<file path="config.mk">
export PLATFORM = sky130hd
export DESIGN_NAME = ov7670_capture
export DESIGN_NICKNAME = d
export VERILOG_FILES = /design/src/rtl/ov7670_capture.sv
export SDC_FILE = /design/constraint.sdc
export NUM_CORES = 1
export LEC_CHECK = 0
export CORE_UTILIZATION = 49
export CTS_CLUSTER_DIAMETER = 200
export DETAILED_ROUTE_END_ITERATION = 12
export PLACE_DENSITY = 0.76
export SYNTH_ARGS = -nofsm -noshare
export SYNTH_HDL_FRONTEND = slang
export SYNTH_SLANG_ARGS = --single-unit
</file>
<file path="constraint.sdc">
create_clock -name clk -period 1.7 [get_ports clk]
set_input_delay 0.34 -clock clk [delete_from_list [all_inputs] [get_ports clk]]
set_output_delay 0.34 -clock clk [all_outputs]
set_load 0.01 [all_outputs]
</file>
<file path="src/rtl/ov7670_capture.sv">
// ov7670_capture: captures one OV7670 RGB565 frame from the PCLK-synchronous
// camera bus and presents it as 16-bit FIFO writes.
//
// Optional feature: define CAPTURE_DECIMATE_EN to write only even pixels of
// even lines (2x2 decimation). Geometry checks always use full-resolution counts.
//
// Ports:
//   clk        camera PCLK; all logic runs on its rising edge
//   rst_n      asynchronous active-low reset
//   start      level; arms capture of the next full frame
//   vsync      camera VSYNC (high = vertical blanking)
//   href       camera HREF (high = valid bytes on din)
//   din        camera byte bus
//   full       downstream FIFO full
//   write      one-cycle FIFO write strobe
//   data_write RGB565 pixel, valid when write=1
//   frame_done one-cycle pulse at the end of a captured frame
//   busy       high while waiting for or capturing a frame
//   overflow   sticky: a pixel was dropped because full=1
//   geom_err   sticky: line or frame size mismatch
module ov7670_capture #(
   parameter int unsigned H_PIXELS = 640,
   parameter int unsigned V_LINES  = 480
) (
   input  logic        clk,
   input  logic        rst_n,
   input  logic        start,
   input  logic        vsync,
   input  logic        href,
   input  logic [7:0]  din,
   input  logic        full,
   output logic        write,
   output logic [15:0] data_write,
   output logic        frame_done,
   output logic        busy,
   output logic        overflow,
   output logic        geom_err
);

   localparam int unsigned PW = $clog2(H_PIXELS + 1);
   localparam int unsigned LW = $clog2(V_LINES + 1);
   localparam logic [PW-1:0] PIX_MAX  = {PW{1'b1}};
   localparam logic [LW-1:0] LINE_MAX = {LW{1'b1}};

   typedef enum logic [1:0] {
      IDLE       = 2'd0,
      WAIT_FRAME = 2'd1,
      CAPTURE    = 2'd2
   } state_t;

   state_t        state_q, state_d;
   logic          vsync_q, href_q;
   logic          phase_q, phase_d;
   logic [7:0]    hi_q, hi_d;
   logic [PW-1:0] pix_q, pix_d;
   logic [LW-1:0] line_q, line_d;
   logic          write_q, write_d;
   logic [15:0]   data_q, data_d;
   logic          fd_q, fd_d;
   logic          busy_q, busy_d;
   logic          ovf_q, ovf_d;
   logic          gerr_q, gerr_d;

   logic vsync_fall, vsync_rise, href_fall;

   // Edge detection from a single registered copy of each camera strobe
   assign vsync_fall = vsync_q & ~vsync;
   assign vsync_rise = ~vsync_q & vsync;
   assign href_fall  = href_q & ~href;

   // State register
   always_ff @(posedge clk or negedge rst_n) begin
      if (!rst_n) state_q <= IDLE;
      else        state_q <= state_d;
   end

   // Next-state logic; start is a level, so dropping it while waiting disarms
   always_comb begin
      state_d = state_q;
      unique case (state_q)
         IDLE:       if (start) state_d = WAIT_FRAME;
         WAIT_FRAME: begin
            if (!start)          state_d = IDLE;
            else if (vsync_fall) state_d = CAPTURE;
         end
         CAPTURE:    if (vsync_rise) state_d = IDLE;
         default:    state_d = IDLE;
      endcase
   end

   // Datapath and registered-output next values
   always_comb begin
      logic keep;
      write_d = 1'b0;
      data_d  = data_q;
      fd_d    = 1'b0;
      busy_d  = (state_d != IDLE);
      ovf_d   = ovf_q;
      gerr_d  = gerr_q;
      phase_d = phase_q;
      hi_d    = hi_q;
      pix_d   = pix_q;
      line_d  = line_q;
      keep    = 1'b1;
`ifdef CAPTURE_DECIMATE_EN
      keep    = ~pix_q[0] & ~line_q[0];
`endif

      // Sticky flags are cleared when a new capture is armed
      if (state_q != WAIT_FRAME && state_d == WAIT_FRAME) begin
         ovf_d  = 1'b0;
         gerr_d = 1'b0;
      end

      if (state_q == WAIT_FRAME && state_d == CAPTURE) begin
         phase_d = 1'b0;
         pix_d   = '0;
         line_d  = '0;
      end

      if (state_q == CAPTURE) begin
         if (href) begin
            if (!phase_q) begin
               hi_d    = din;
               phase_d = 1'b1;
            end else begin
               // Pixel complete; it counts toward geometry even when dropped
               phase_d = 1'b0;
               pix_d   = (pix_q == PIX_MAX) ? pix_q : pix_q + PW'(1);
               if (keep) begin
                  if (full) begin
                     ovf_d = 1'b1;
                  end else begin
                     write_d = 1'b1;
                     data_d  = {hi_q, din};
                  end
               end
            end
         end else begin
            phase_d = 1'b0;
            if (href_fall) begin
               // An odd trailing byte or a short/long line is a geometry error
               if (phase_q || pix_q != PW'(H_PIXELS)) gerr_d = 1'b1;
               pix_d  = '0;
               line_d = (line_q == LINE_MAX) ? line_q : line_q + LW'(1);
            end
         end

         if (vsync_rise) begin
            fd_d = 1'b1;
            if (line_d != LW'(V_LINES)) gerr_d = 1'b1;
         end
      end
   end

   // Datapath and output registers
   always_ff @(posedge clk or negedge rst_n) begin
      if (!rst_n) begin
         vsync_q <= 1'b0;
         href_q  <= 1'b0;
         phase_q <= 1'b0;
         hi_q    <= '0;
         pix_q   <= '0;
         line_q  <= '0;
         write_q <= 1'b0;
         data_q  <= '0;
         fd_q    <= 1'b0;
         busy_q  <= 1'b0;
         ovf_q   <= 1'b0;
         gerr_q  <= 1'b0;
      end else begin
         vsync_q <= vsync;
         href_q  <= href;
         phase_q <= phase_d;
         hi_q    <= hi_d;
         pix_q   <= pix_d;
         line_q  <= line_d;
         write_q <= write_d;
         data_q  <= data_d;
         fd_q    <= fd_d;
         busy_q  <= busy_d;
         ovf_q   <= ovf_d;
         gerr_q  <= gerr_d;
      end
   end

   assign write      = write_q;
   assign data_write = data_q;
   assign frame_done = fd_q;
   assign busy       = busy_q;
   assign overflow   = ovf_q;
   assign geom_err   = gerr_q;

endmodule

</file>
==> results.md <==
- Post-synth top area share: 0.5141
- Core Box Area: 5075 um2
- Syn. warnings: 0
- Post-layout net count: 311
- Post-synth top area cell: dfrtp_1
- 1st-iter DRT viols: 109
- Die area: 5559 um2
- Hold-fix buffers, CTS: 0
- CP max stage cell: dfrtp_1
- Slew @ Worst Pin: 345.1 ps
- Final setup fails: 0
- Die X: 74.56 um
- FF-to-FF Start: line_q[1]
- Leak: 1.491 nW
- First-pass GRT wire length: 9.956 mm
- Final WS setup: 36.93 ps
- Startpoint Class: flop
- Clock latency on the worst-skew pair: 320 ps
- Mapped Cells: 230
- RD Place Congestion: 0.8863
- Max-slew headroom: 0.7674
- Proportion of layout cells with a drive suffix above 1: 0.2610
- Seq/Total Area, Yosys: 0.5141
- Mean post-synth cell area: 11.22 um2
- Failing checks: hold timing
- Critical path type: flop to flop
- Worst endpoint required time: 1940 ps
- Max Freq: 601.3 MHz
- Drt wl/cell: 16.25 um
- Flops & latches, synth: 53
- DRC Markers: 0
- Critical Path Start: line_q[1]
- Top cells by area, synth: dfrtp_1 (51%), mux2_2 (6.5%), mux2_1 (3.9%)
- Final Hold Viols: 1
- Reg-to-reg endpoint: geom_err
- Root Driver: clkbuf_8
- Crit end category: flop
- Layout area overhead: 32.64%
- Initial antenna violation count: 0
- Number of post-CTS setup repair buffers: 0
- Hold Slack: -3.985 ps
- Crit path max fanout: 5
- Crit-path cells: ha_4, nand4_1, o21ai_4, buf_6, nand2_1, and4b_1, a41oi_2
- Hold/Removal Path Class: input port to asynchronous set/reset pin
- Site Rows: 26
- Mapped cell area: 2580 um2
- Final antenna-violating net count: 0
- IO Count: 35
- DR vias/cell: 5.611
- Fill cells: 408
- Cell variety after synth: 55
- Vias in the first global route: 2,114
- Pin count of the biggest net entering global routing: 54
- Die Y: 74.56 um
- Final critical-path required period: 1663 ps
- Ys flop type: dfrtp_1
- Crit path to: geom_err
- Async SR Flop Fraction: 1.000
- Clock transition at path regs: 100 ps
- Worst path max stage delay: 420 ps
- VDD IR max: 0.6950 mV
- Syn_nets: 247
- EDFF count, synth: 0
- WP data arrival: 1900 ps
- Clock skew: 8.511 ps
- Drt pass-1 iters: 4
- Overflow after GRT: 0
- R2R Setup Slk: 40 ps
- Num CTS Buffers: 5
- H-Tree Level Count: 2
- Starting Density: 0.5084
- Place WS: -346.9 ps
- Outcome: complete, but fails checks
- Num Clock Sinks: 53
- # Max-Cap Violations: 0
- PD cells: 898.3 nW/um2
- Via count: 2,048
- Pins Over Slew Limit: 0
- Crit share post-route: 0.9783
- CTS tree: built
- Reg2Reg Depth: 7
- Port bufs: 34
- CTS max path bufs: 2
- GR Util All Layers: 0.2412
- Dpl hpwl: 4.081 mm
- Antenna fix cells: 0
- Total wire length: 5.933 mm
-- area by class of cell --
| type | count | area, um2 | share of cell area |
|---|---|---|---|
| clock inverter | 2 | 17.52 | 0.005119 |
| timing repair buffer | 63 | 609.3 | 0.1781 |
| multi-input combinational | 163 | 1267 | 0.3704 |
| tap | 70 | 87.58 | 0.02559 |
| inverter | 8 | 30.03 | 0.008775 |
| sequential | 53 | 1328 | 0.3879 |
| clock buffer | 6 | 82.58 | 0.02413 |
-- sequential cells by signal (all words and copies together), names as in the netlist --
signal / count
data_write: 16
pix_q: 10
line_q: 9
hi_q: 8
state_q: 2
busy: 1
frame_done: 1
geom_err: 1
href_q: 1
overflow: 1
phase_q: 1
vsync_q: 1
write: 1
-- power by group --
part | leakage [nW] | internal (mW) | switching (mW)
Combinational | 0.734 | 0.397 | 0.298
Sequential | 0.705 | 1.46 | 0.141
Clock | 0.0518 | 0.339 | 0.440
-- per-stage QoR --
step                utilization  setup TNS [ps]  instance area [um2]  power, mW  cells
finish                   0.6743               0                 3422      3.074    365
global route             0.6743          -129.7                 3422      3.217    365
CTS                      0.6585               0                 3342      3.059    365
detailed placement       0.6373           -8369                 3234      2.276    357
global placement         0.6373           -6439                 3234      2.250    357
floorplan                     -               0                 2580      1.921    230
-- routing by layer --
metal | up-vias | part of all wire | track usage | routed length [um]
met5 | - | 0 | 0 | 0
met3 | 10 | 0.036 | 0.04065 | 215
met4 | 0 | 0.019 | 0.07757 | 111
li1 | 967 | - | - | -
met2 | 49 | 0.51 | 0.4174 | 3029
met1 | 1022 | 0.43 | 0.3083 | 2576
-- synth_stat cells (3+ instances only) --
master,n
ha_1,3
nand4_1,5
o211ai_1,3
o21ai_0,10
mux2i_1,3
nor4_1,5
mux2_1,9
inv_1,8
nor2b_1,6
nand2b_1,5
a21oi_1,9
nand3_1,10
nor2_1,13
nand2_1,22
mux2_2,15
dfrtp_1,53
a31oi_1,6
-- cells in the final DEF, fill, tap and decap left out, types with 2 or more instances in the layout --
cell type and count:
a21oi_1 8, a31oi_1 6, and3_1 2, buf_12 4, buf_4 24, clkbuf_8 6, clkdlybuf4s50_1 32, dfrtp_1 52
ha_1 2, inv_1 8, mux2_1 9, mux2_2 15, mux2i_1 3, nand2_1 22, nand2b_1 4, nand3_1 10
nand4_1 5, nor2_1 11, nor2_2 2, nor2b_1 4, nor2b_2 2, nor4_1 3, o211ai_1 3, o21a_1 2
o21ai_0 10, o21ai_4 2, o2bb2ai_1 2, xnor2_1 2
-- critical path, delay by kind of cell, from the launching register on --
kind,cells,cell delay (ps)
AND/OR/NAND/NOR,3,440
AO/OA/AOI/OAI,2,420
buffers and inverters,1,140
flip-flops,1,420
adder cells (fa/ha/maj),1,170
-- cell families after synthesis --
kind of cell | synth area share
xor gates and xnor gates | 0.006791
DFF | 0.5141
buffers and inverters | 0.02571
AOI/OAI and AO/OA | 0.1426
and+or+nand+nor | 0.1799
adders and majority gates | 0.01455
muxes | 0.1164
-- worst min-delay path by stage --
stage                      from            end  slack (ps)  depth (start not counted)
final                     rst_n      line_q[3]          -4                          2
after CTS                 rst_n      line_q[3]          10                          2
after floorplan           rst_n           busy          40                          0
after global routing      rst_n  data_write[5]          20                          2
after detailed placement  rst_n  data_write[8]         360                          2
after global placement    rst_n  data_write[4]         360                          2
-- repair_timing --
item / 4_1_cts / 5_1_grt
pin swaps: 1 / 9
setup endpoints to repair: 1 / 22
cloned: 0 / 0
resized for setup: 1 / 17
Note: power is estimated with default switching activity, not from simulation.
